--- src/rtl/control_pkg.sv ---
// control_pkg: shared types and select encodings for the multicycle main
// controller (control_fsm) and its wait timer.
//   state_t       - controller state, encoding also exported on the State port
//   IC_*          - InstrClass decode values
//   ADR_*         - AdrSrc selects
//   SRCB_*        - ALUSrcB selects
//   RES_*         - ResultSrc selects
//   is_wait_state - states that hold a memory request open and may stall
package control_pkg;

  typedef enum logic [3:0] {
    S_FETCH  = 4'd0,
    S_DECODE = 4'd1,
    S_MEMADR = 4'd2,
    S_MEMRD  = 4'd3,
    S_MEMWB  = 4'd4,
    S_MEMWR  = 4'd5,
    S_EXECR  = 4'd6,
    S_EXECI  = 4'd7,
    S_ALUWB  = 4'd8,
    S_BRANCH = 4'd9,
    S_FAULT  = 4'd10
  } state_t;

  localparam logic [1:0] IC_DP  = 2'b00;
  localparam logic [1:0] IC_MEM = 2'b01;
  localparam logic [1:0] IC_BR  = 2'b10;
  localparam logic [1:0] IC_ILL = 2'b11;

  localparam logic ADR_PC     = 1'b0;
  localparam logic ADR_ALUOUT = 1'b1;

  localparam logic [1:0] SRCB_REG  = 2'b00;
  localparam logic [1:0] SRCB_IMM  = 2'b01;
  localparam logic [1:0] SRCB_FOUR = 2'b10;

  localparam logic [1:0] RES_ALUOUT    = 2'b00;
  localparam logic [1:0] RES_MEMDATA   = 2'b01;
  localparam logic [1:0] RES_ALURESULT = 2'b10;

  // States that wait on MemReady and therefore feed the stall timer.
  function automatic logic is_wait_state(input state_t s);
    logic w;
    case (s)
      S_FETCH, S_MEMRD, S_MEMWR: w = 1'b1;
      default:                   w = 1'b0;
    endcase
    return w;
  endfunction

endpackage

--- src/rtl/wait_timer.sv ---
// wait_timer: counts consecutive stalled memory-wait cycles and flags when the
// current stalled cycle is the last one allowed.
//   clk, rst  - clock, synchronous active-high reset
//   count_en  - this cycle is a stalled wait cycle
//   clear     - restart the count (ready seen, or not in a wait state)
//   expired   - stalled cycle number TIMEOUT is happening now; never with TIMEOUT=0
module wait_timer #(
  parameter int TIMEOUT = 15
) (
  input  logic clk,
  input  logic rst,
  input  logic count_en,
  input  logic clear,
  output logic expired
);

  // A zero-width counter is illegal, so the disabled case keeps one bit.
  localparam int CW = (TIMEOUT > 0) ? $clog2(TIMEOUT + 1) : 1;

  logic [CW-1:0] cnt_r;

  // Stall counter; clear has priority so a ready cycle always restarts it.
  always_ff @(posedge clk) begin
    if (rst) begin
      cnt_r <= '0;
    end else if (clear) begin
      cnt_r <= '0;
    end else if (count_en) begin
      cnt_r <= cnt_r + CW'(1);
    end else begin
      cnt_r <= cnt_r;
    end
  end

  generate
    if (TIMEOUT > 0) begin : g_timeout
      assign expired = count_en && (cnt_r == CW'(TIMEOUT - 1));
    end else begin : g_no_timeout
      assign expired = 1'b0;
    end
  endgenerate

endmodule

--- src/rtl/control_fsm.sv ---
// control_fsm: multicycle main controller. Walks each instruction through
// fetch/decode/execute/memory/writeback and emits raw write intents (PCS, RegW,
// MemW, FlagW) for conditional_logic, datapath mux selects and the memory
// request handshake. A stalled memory wait longer than TIMEOUT cycles, an
// illegal class or a disabled vector instruction parks the FSM in FAULT until rst.
//   clk, rst           - clock, synchronous active-high reset
//   InstrClass, Imm,
//   L, S, V            - instruction fields, decoded in DECODE
//   MemReady           - memory completes the current access this cycle
//   MemReq, IRWrite,
//   AdrSrc, ALUSrcA,
//   ALUSrcB, ResultSrc,
//   ALUOp, VecOp       - datapath controls
//   PCS, RegW, MemW,
//   FlagW              - write intents, gated later by CondEx
//   Fault              - sticky fault indicator
//   State              - current state, debug
module control_fsm
  import control_pkg::*;
#(
  parameter int TIMEOUT = 15,
  parameter bit VEC_EN  = 1'b1
) (
  input  logic       clk,
  input  logic       rst,
  input  logic [1:0] InstrClass,
  input  logic       Imm,
  input  logic       L,
  input  logic       S,
  input  logic       V,
  input  logic       MemReady,
  output logic       MemReq,
  output logic       IRWrite,
  output logic       AdrSrc,
  output logic       ALUSrcA,
  output logic [1:0] ALUSrcB,
  output logic [1:0] ResultSrc,
  output logic       ALUOp,
  output logic       VecOp,
  output logic       PCS,
  output logic       RegW,
  output logic       MemW,
  output logic [1:0] FlagW,
  output logic       Fault,
  output logic [3:0] State
);

  state_t state_r;
  state_t next_s;
  logic   v_r;
  logic   count_en_s;
  logic   clear_s;
  logic   expired_s;

  assign count_en_s = is_wait_state(state_r) && !MemReady;
  assign clear_s    = !count_en_s;

  wait_timer #(
    .TIMEOUT(TIMEOUT)
  ) u_wait_timer (
    .clk      (clk),
    .rst      (rst),
    .count_en (count_en_s),
    .clear    (clear_s),
    .expired  (expired_s)
  );

  // State register.
  always_ff @(posedge clk) begin
    if (rst) begin
      state_r <= S_FETCH;
    end else begin
      state_r <= next_s;
    end
  end

  // Vector bit captured at decode so ALUWB still knows the lane mode.
  always_ff @(posedge clk) begin
    if (rst) begin
      v_r <= 1'b0;
    end else if (state_r == S_DECODE) begin
      v_r <= V;
    end else begin
      v_r <= v_r;
    end
  end

  // Next-state logic; a timeout beats staying, MemReady beats a timeout.
  always_comb begin
    next_s = state_r;
    case (state_r)
      S_FETCH: begin
        if (MemReady) begin
          next_s = S_DECODE;
        end else if (expired_s) begin
          next_s = S_FAULT;
        end else begin
          next_s = S_FETCH;
        end
      end
      S_DECODE: begin
        if (InstrClass == IC_ILL) begin
          next_s = S_FAULT;
        end else if (V && !VEC_EN) begin
          next_s = S_FAULT;
        end else begin
          case (InstrClass)
            IC_DP:   next_s = Imm ? S_EXECI : S_EXECR;
            IC_MEM:  next_s = S_MEMADR;
            IC_BR:   next_s = S_BRANCH;
            default: next_s = S_FAULT;
          endcase
        end
      end
      S_MEMADR: next_s = L ? S_MEMRD : S_MEMWR;
      S_MEMRD: begin
        if (MemReady) begin
          next_s = S_MEMWB;
        end else if (expired_s) begin
          next_s = S_FAULT;
        end else begin
          next_s = S_MEMRD;
        end
      end
      S_MEMWR: begin
        if (MemReady) begin
          next_s = S_FETCH;
        end else if (expired_s) begin
          next_s = S_FAULT;
        end else begin
          next_s = S_MEMWR;
        end
      end
      S_MEMWB, S_ALUWB, S_BRANCH: next_s = S_FETCH;
      S_EXECR, S_EXECI:           next_s = S_ALUWB;
      S_FAULT:                    next_s = S_FAULT;
      default:                    next_s = S_FAULT;
    endcase
  end

  // Output decode from the registered state; MemReady only qualifies the
  // fetch-completion strobes and the single-cycle store write.
  always_comb begin
    MemReq    = 1'b0;
    IRWrite   = 1'b0;
    AdrSrc    = ADR_PC;
    ALUSrcA   = 1'b0;
    ALUSrcB   = SRCB_REG;
    ResultSrc = RES_ALUOUT;
    ALUOp     = 1'b0;
    VecOp     = 1'b0;
    PCS       = 1'b0;
    RegW      = 1'b0;
    MemW      = 1'b0;
    FlagW     = 2'b00;
    Fault     = 1'b0;
    case (state_r)
      S_FETCH: begin
        MemReq    = 1'b1;
        AdrSrc    = ADR_PC;
        ALUSrcA   = 1'b1;
        ALUSrcB   = SRCB_FOUR;
        ResultSrc = RES_ALURESULT;
        IRWrite   = MemReady;
        PCS       = MemReady;
      end
      S_DECODE: begin
        ALUSrcA   = 1'b1;
        ALUSrcB   = SRCB_FOUR;
        ResultSrc = RES_ALURESULT;
      end
      S_MEMADR: ALUSrcB = SRCB_IMM;
      S_MEMRD: begin
        MemReq = 1'b1;
        AdrSrc = ADR_ALUOUT;
      end
      S_MEMWB: begin
        RegW      = 1'b1;
        ResultSrc = RES_MEMDATA;
      end
      S_MEMWR: begin
        MemReq = 1'b1;
        AdrSrc = ADR_ALUOUT;
        MemW   = MemReady;
      end
      S_EXECR: begin
        ALUSrcB = SRCB_REG;
        ALUOp   = 1'b1;
        FlagW   = {S, S};
        VecOp   = V && VEC_EN;
      end
      S_EXECI: begin
        ALUSrcB = SRCB_IMM;
        ALUOp   = 1'b1;
        FlagW   = {S, S};
        VecOp   = V && VEC_EN;
      end
      S_ALUWB: begin
        RegW      = 1'b1;
        ResultSrc = RES_ALUOUT;
        VecOp     = v_r && VEC_EN;
      end
      S_BRANCH: begin
        ALUSrcB   = SRCB_IMM;
        ResultSrc = RES_ALURESULT;
        PCS       = 1'b1;
      end
      S_FAULT: Fault = 1'b1;
      default: Fault = 1'b1;
    endcase
  end

  assign State = state_r;

endmodule

--- config.mk ---
export PLATFORM = sky130hd
export DESIGN_NAME = control_fsm
export DESIGN_NICKNAME = d
export VERILOG_FILES = /design/src/rtl/control_pkg.sv /design/src/rtl/wait_timer.sv /design/src/rtl/control_fsm.sv
export SDC_FILE = /design/constraint.sdc
export NUM_CORES = 1
export LEC_CHECK = 0
export ABC_AREA = 1
export BUFFER_PORTS_ARGS = -buffer_cell sky130_fd_sc_hd__clkbuf_2
export CORE_MARGIN = 5
export CORE_UTILIZATION = 47
export DETAILED_ROUTE_END_ITERATION = 8
export PLACE_DENSITY = 0.8
export SETUP_SLACK_MARGIN = 0.15
export SLEW_MARGIN = 20
export SYNTH_ARGS = -nofsm -noshare
export SYNTH_HDL_FRONTEND = slang
export SYNTH_SLANG_ARGS = --single-unit
--- constraint.sdc ---
create_clock -name clk -period 4 [get_ports clk]
set_clock_uncertainty 0.2 [all_clocks]
set_input_delay 0.2 -clock clk [delete_from_list [all_inputs] [get_ports clk]]
set_output_delay 0.2 -clock clk [all_outputs]
set_load 0.01 [all_outputs]
After elaboration in Yosys (flattened, before gate mapping)
Cells that the tools add are included.
{"block": "word_totals", "regBits": 9, "in_bits": 9, "output_inout_bits": 20}
{"block": "op_classes", "addsub": 1, "eq_ne": 13, "mux": 24, "n_bitwise": 1, "reduce_logical": 15}
{"cell": "$mux 4", "n": 7}
{"cell": "$pmux 4 s7", "n": 1}
{"cell": "$eq 4x3->1 const B", "n": 4}
{"cell": "$eq 4x4->1 const B", "n": 3}
{"cell": "$pmux 4 s3", "n": 1}
{"cell": "$reduce_or 3->1", "n": 4}
{"cell": "$reduce_or 10->1", "n": 1}
{"cell": "$reduce_or 2->1", "n": 5}
{"cell": "$mux 1", "n": 9}
{"cell": "$eq 4x2->1 const B", "n": 2}
{"cell": "$pmux 2 s2", "n": 2}
{"cell": "$add 4x1->4 const B", "n": 1}
{"cell": "$eq 2x2->1 const B", "n": 2}
{"cell": "$eq 4x1->1 const B", "n": 1}
{"cell": "$logic_not 4->1", "n": 1}
{"cell": "$pmux 1 s2", "n": 2}
{"cell": "$mux 3", "n": 1}
{"cell": "$eq 2x1->1 const B", "n": 1}
{"cell": "$logic_and 1x1->1", "n": 2}
{"cell": "$logic_not 2->1", "n": 1}
{"cell": "$mux 2", "n": 1}
{"cell": "$logic_not 1->1", "n": 1}
{"cell": "$not 1->1", "n": 1}

Depth between registers and ports, before layout
Gate-level depths: netlist of the first run.
{"block": "logic_depth", "depth_word": 8, "ltp_mapped": 8, "ltp_nobuf": 7}

Modules after synthesis
A second synthesis of the first run with hierarchy kept.
{"block": "unflattened", "hier_cells": 118, "area_unflattened_um2": 684.4}
{"mod": "control_fsm", "n_inst": 1, "cells_each": 92, "area_per_inst_um2": 491.7, "seq_area_each_um2": 100.1}
{"mod": "wait_timer", "n_inst": 1, "cells_each": 26, "area_per_inst_um2": 192.7, "seq_area_each_um2": 80.1}

Worst setup path after synthesis of the first run
OpenSTA, ideal clock, no wires.
{"block": "synth_timing", "path_type": "reg-to-output", "from": "register state_r[2], in the netlist State[2]", "to": "output FlagW[1]", "arrival_time_ps": 1184, "t_required_ps": 3600, "path_slack_ps": 2416, "path_stages_with_launch": 4, "n_path_buf": 1, "cell_sequence": "dfxtp_1 -> nand2_1 -> nor3b_1 -> buf_4"}
{"block": "synth_via", "elab_chain_cells": 3, "elab_cells_between_ends": 4}
{"item": "start: declaration", "line": "control_fsm.sv:48", "rtl": "state_t state_r;"}
{"item": "start signal: assignment", "line": "control_fsm.sv:73", "rtl": "state_r <= next_s;"}
{"item": "$eq 4x3->1", "line": "control_fsm.sv:157", "rtl": "case (state_r)"}
{"item": "$reduce_or 2->1 (no source line) *"}
{"item": "$mux 2 *", "line": "control_fsm.sv:157"}
{"item": "end: declaration", "line": "control_fsm.sv:43", "rtl": "output logic [1:0] FlagW,"}
Every way passes the cells marked *; elsewhere a longest branch is shown, timed or not.

Final worst setup path of the first run
{"block": "layout_timing", "from": "register state_r[1], in the netlist State[1]", "to": "output VecOp"}
{"block": "layout_via", "elab_chain_cells": 3, "elab_cells_between_ends": 5}
{"item": "$eq 4x3->1", "line": "control_fsm.sv:157"}
{"item": "$reduce_or 2->1 (no source line)"}
{"item": "$pmux 1 s2 *", "line": "control_fsm.sv:157"}
{"item": "end: declaration", "line": "control_fsm.sv:39", "rtl": "output logic VecOp,"}
Marks and branches as above.

==> results of run 1 <==
[cells by family after synthesis]
logic type	synth area share, %
AO/OA/AOI/OAI	13.65
XOR/XNOR	2.812
adder cells (fa/ha/maj)	4.015
buffers and inverters	10.84
flip-flops	28.92
AND/OR/NAND/NOR	39.76
[area by class of cell]
| type | instances | area share, % |
|---|---|---|
| Tap cell | 15 | 2.347 |
| Multi-Input combinational cell | 66 | 46.95 |
| Clock buffer | 4 | 3.286 |
| Timing Repair Buffer | 29 | 18.78 |
| Inverter | 13 | 6.103 |
| Sequential cell | 9 | 22.54 |
[per-stage QoR]
step                      util, %  hold WS, ps  std cells
final                       62.22        24.61        136
after global routing        62.22        24.34        136
after CTS                   62.22        19.86        136
after detailed placement    59.40        262.1        131
after global placement      59.40        249.6        131
after floorplan                 -        69.07         90
[Yosys cell counts]
cell	number	area [um^2]
nand3b_2	1	11.26
buf_4	1	7.510
xor2_1	1	8.760
nand3_2	1	10.01
a211oi_1	2	15.01
nand2_2	3	18.77
and3_1	1	6.260
nor2_1	18	67.56
nor3b_1	1	7.510
nor2_4	2	22.52
clkinv_1	1	3.750
o211ai_1	1	7.510
ha_1	2	25.02
nand4_1	1	6.260
nor3_1	1	5.000
o21ai_0	6	30.03
o22ai_1	2	12.51
nor2_2	1	6.260
nand3_1	7	35.03
buf_6	1	11.26
nand2_1	9	33.78
nand3_4	1	17.52
xnor2_1	1	8.760
dfxtp_1	9	180.2
a21oi_1	4	20.02
inv_1	12	45.04
[where the power goes]
part	switching (mW)	internal [mW]
Combinational	0.0794	0.0488
Sequential	0.0126	0.0983
Clock	0.0313	0.0384
[tightest hold or removal path, cell delays in order]
cell and delay [ps]:
clkbuf_2 90, nor2_1 100, a211oi_1 50
[worst paths after layout]
check	from	to
setup reg to reg	State[0]	State[2]
hold reg to reg	u_wait_timer.cnt_r[0]	u_wait_timer.cnt_r[0]
setup / recovery	State[1]	VecOp
hold / removal	V	v_r
[flip-flops by register name, indices dropped and copies added (netlist names)]
name / cells
v_r: 1
State: 4
u_wait_timer.cnt_r: 4
[routing by layer]
| layer | vias up | global-route usage [%] | part of all wire, % |
|---|---|---|---|
| li1 | 360 | - | - |
| met2 | 26 | 27.75 | 46 |
| met1 | 327 | 24.07 | 45 |
| met3 | 5 | 3.906 | 7.6 |
| met4 | 0 | 9.659 | 1.7 |
| met5 | - | 0 | 0 |
==> impl_metrics.ini, run 1 <==
[timing]
final_hold_viol_count = 0
max_freq_mhz = 553.2
rsz0062_at_grt = false
max_slew.worst_pin.slew_ps = 351.7
fin_ws_ps = 2192
finalSetupViolations = 0
max-slew-margin-rel_pct = 76.52
fin_setup_tns_ps = 0
maxSlewViolCount = 0
min_period_over_period_pct = 45.19
fin_crit_ps = 1808

[worst_hold_path]
holdPathStages = 3
hp-class = input port to flip-flop

[place]
place_area_um2 = 763.2
post-place-ws_ps = 2477
dpl.hpwl_um = 1325
port_buffers = 28
gp_congestion = 0.8804

[floorplanning]
ios = 29
dieArea_um2 = 2154
fp.dieH_um = 46.41
rows = 13
start_util_pct = 48.49
core_area_um2 = 1285
die_w_um = 46.41

[cts]
h-tree-depth = 1
cts_sinks = 9
clockRootBuffer = clkbuf_4
cts_hold_repair.buffers = 1
cts_post_setup_buffers_inserted = 0
tritoncts = done
cts_resized = 0
cts_made_buffers = 3
cts_buffer_depth = 2
clk_pin_slew_ps = 60
insertion_delay_ps = 260

[logic_synthesis]
syn_avg_cell_area_um2 = 6.923
ys_types = 26
ys_ff_latch = 9
syn_nets = 101
yosysWarnings = 0
netlist_area_um2 = 623.1
yosysSeqAreaShare_pct = 28.92
syn_inst = 90

[setup_path]
critPathBufInv = 2
ff2ff_path_depth = 6
critPathMaxStageDelay_ps = 530
cp.required_ps = 3600
cp-start-kind = flip-flop
crit_slowest_cell = dfxtp_1
critPathMaxFanout = 9
reg2reg_slack_ps = 2500
critical_path_arrival_ps = 1410
crit_cells = 5
criticalPathCategory = flip-flop to primary output
setup.worst_path.end_class = primary output
path_cells = inv_1 > nor2_1 > nand2_1 > o21ai_0 > clkbuf_2
cp_top_family = flip-flops

[cells_and_area]
drive_gt1_share_pct = 33.06
num-fill-cells = 132
multi_input_area_um2 = 375.4
layout.nets = 133
final_common_cell = clkbuf_2
layout_common_cells = clkbuf_2 (28), nor2_1 (18), inv_1 (12), dfxtp_1 (9), nand2_1 (9)
final_cell_area_um2 = 799.5
antenna_cells = 0
register_area_um2 = 180.2
synthToLayoutAreaGrowth_pct = 28.31

[power_and_ir_drop]
p_per_area_nw_per_um2 = 386.2
vdd_ir_drop_max_mv = 0.2124
p_leak_nw = 0.4020
finalPower_mw = 0.3088

[route]
drc = 0
vias = 718
routed_wl_um = 1602
wl_per_cell_um = 11.78
postRouteAntennaNets = 0
firstDrtPassIters = 4
vias_per_cell = 5.279
drt_iter0_drc = 23

[global_route]
grt_pass1_wl_um = 2856
grt_max_degree = 10
grtUsageTotal_pct = 18.37
grt_pass1_vias = 684
antenna_found_initial = 0
grt_overflow = 0

[status]
status = complete, no violations

[job]
maxCapViolCount = 0
Power figures use the tool's default switching activity.
==> run 2, diff against run 1 <==
--- a/config.mk
+++ b/config.mk
@@ -8,9 +8,9 @@
 export ABC_AREA = 1
 export BUFFER_PORTS_ARGS = -buffer_cell sky130_fd_sc_hd__clkbuf_2
 export CORE_MARGIN = 5
-export CORE_UTILIZATION = 47
+export CORE_UTILIZATION = 40
 export DETAILED_ROUTE_END_ITERATION = 8
-export PLACE_DENSITY = 0.8
+export PLACE_DENSITY = 0.72
 export SETUP_SLACK_MARGIN = 0.15
 export SLEW_MARGIN = 20
 export SYNTH_ARGS = -nofsm -noshare
==> constraint.sdc (replaced) <==
create_clock -name clk -period 1.6 [get_ports clk]
set_clock_uncertainty 0.2 [all_clocks]
set_input_delay 0.08 -clock clk [delete_from_list [all_inputs] [get_ports clk]]
set_output_delay 0.08 -clock clk [all_outputs]
set_load 0.01 [all_outputs]
==> run 2 against run 1 <==
  * Final area up 24%
  * Power rose to 2.8 times the previous value
  * Wire length up 26%
  * Critical endpoint is now MemReq
  * Clock-buffer cell count unchanged
  * Global-route usage down 2.8 points
  * Flip-flop and latch count unchanged
  * Highest routed layer unchanged
==> impl_metrics.ini, run 2 (synthesis results as in run 1) <==
[status]
status = complete, no violations

[timing]
max-slew-margin-rel_pct = 81.37
rsz0062_at_grt = true
maxSlewViolCount = 0
min_period_over_period_pct = 95.86
finalSetupViolations = 0
max_slew.worst_pin.slew_ps = 277.7
fin_crit_ps = 1534
fin_setup_tns_ps = 0
max_freq_mhz = 652.0
final_hold_viol_count = 0

[floorplanning]
ios = 29
rows = 14
dieArea_um2 = 2447
start_util_pct = 41.85
fp.dieH_um = 49.47
die_w_um = 49.47
core_area_um2 = 1489

[power_and_ir_drop]
p_per_area_nw_per_um2 = 885.5
p_leak_nw = 0.4921
vdd_ir_drop_max_mv = 0.4911

[setup_path]
ff2ff_path_depth = 6
endpoint = MemReq
r2r_end = State[2]
criticalPathCategory = flip-flop to primary output
critPathMaxFanout = 8
critical_path_arrival_ps = 1250
cp.required_ps = 1320
crit_start = State[1]
setup.worst_path.end_class = primary output
cp-start-kind = flip-flop
reg2reg_slack_ps = 140
reg2reg_from = State[3]

[worst_hold_path]
hp-class = input port to flip-flop
holdPathStages = 4

[cells_and_area]
fin_cells = 147
layout.nets = 143
final_cell_area_um2 = 991.0
drive_gt1_share_pct = 48.09
synthToLayoutAreaGrowth_pct = 59.04
final_common_cell = clkbuf_2
layout_common_cells = clkbuf_2 (22), nor2_1 (13), inv_1 (10), nand2_1 (7)
antenna_cells = 0

[place]
dpl.hpwl_um = 1421
place_inst = 133
place_area_um2 = 777.0
port_buffers = 28
gp_congestion = 0.8491

[cts]
clockRootBuffer = clkbuf_4
clk_pin_slew_ps = 60
h-tree-depth = 1
cts_made_buffers = 3
cts_buffer_depth = 2
tritoncts = done
insertion_delay_ps = 270
cts_sinks = 9

[route]
vias_per_cell = 5.184
vias = 762
drc = 0
drt_iter0_drc = 5
postRouteAntennaNets = 0
routed_wl_um = 2014
firstDrtPassIters = 4
wl_per_cell_um = 13.70

[global_route]
antenna_found_initial = 0
grt_max_degree = 10
grt_pass1_vias = 730
grtUsageTotal_pct = 15.57
grt_overflow = 0
grt_pass1_wl_um = 3008

[job]
maxCapViolCount = 0
run 2: changes by cell type in the layout (fill, tap and decap cells not counted), sizes merged:
cell	change
buf	+12
clkbuf	-6
dlygate4sd3	+4
run 2: worst min-delay path by stage:
stage                    end      from
floorplan           State[0]       rst
global placement    State[0]       rst
global route        State[1]  MemReady
finish              State[1]  MemReady
detailed placement  State[1]       rst
CTS                 State[1]  MemReady
run 2: stage by stage:
stage	utilization (%)	setup WS, ps	total power [mW]	hold slack, ps
floorplan	-	183.3	0.4919	-50.93
global route	66.55	-17.65	0.9375	73.87
CTS	62.69	65.41	0.8409	6.583
detailed placement	52.18	110.5	0.6035	153.6
global placement	52.18	108.7	0.5993	139.5
finish	66.55	66.32	0.8775	15.69
run 2: routing by layer:
metal | up-vias | global-route usage (%) | part of all wire, %
li1 | 373 | - | -
met2 | 26 | 27.68 | 53
met3 | 7 | 3.614 | 6.3
met5 | - | 0 | 0
met4 | 0 | 12.23 | 3.9
met1 | 356 | 15.10 | 37
run 2: power by group:
part | total (mW) | switching, mW | internal, mW
sequential | 0.287 | 0.0387 | 0.248
combinational | 0.409 | 0.239 | 0.169
clock | 0.182 | 0.0854 | 0.0965
run 2: timing repair:
| action | 4_1_cts | 5_1_grt |
|---|---|---|
| pin swaps | 5 | 3 |
| setup endpoints to repair | 18 | 20 |
| hold endpoints to repair | 5 | 0 |
| hold buffers | 5 | 0 |
| gates resized for setup | 23 | 16 |
| setup buffers | 3 | 2 |
run 2: layout make-up:
cell class | instances | area [um^2]
clock buffer | 4 | 26.28
fill | 129 | 498.0
inverter | 13 | 51.30
timing repair buffer | 39 | 245.2
multi-input combinational | 66 | 452.9
sequential | 9 | 195.2
tap | 16 | 20.02
run 2: worst max-delay path: stages, from the launching register on:
cell      delay, ps
dfxtp_4         430
nand2_1         100
inv_1            90
nand2_2         100
nand3_4         120
clkbuf_2        140
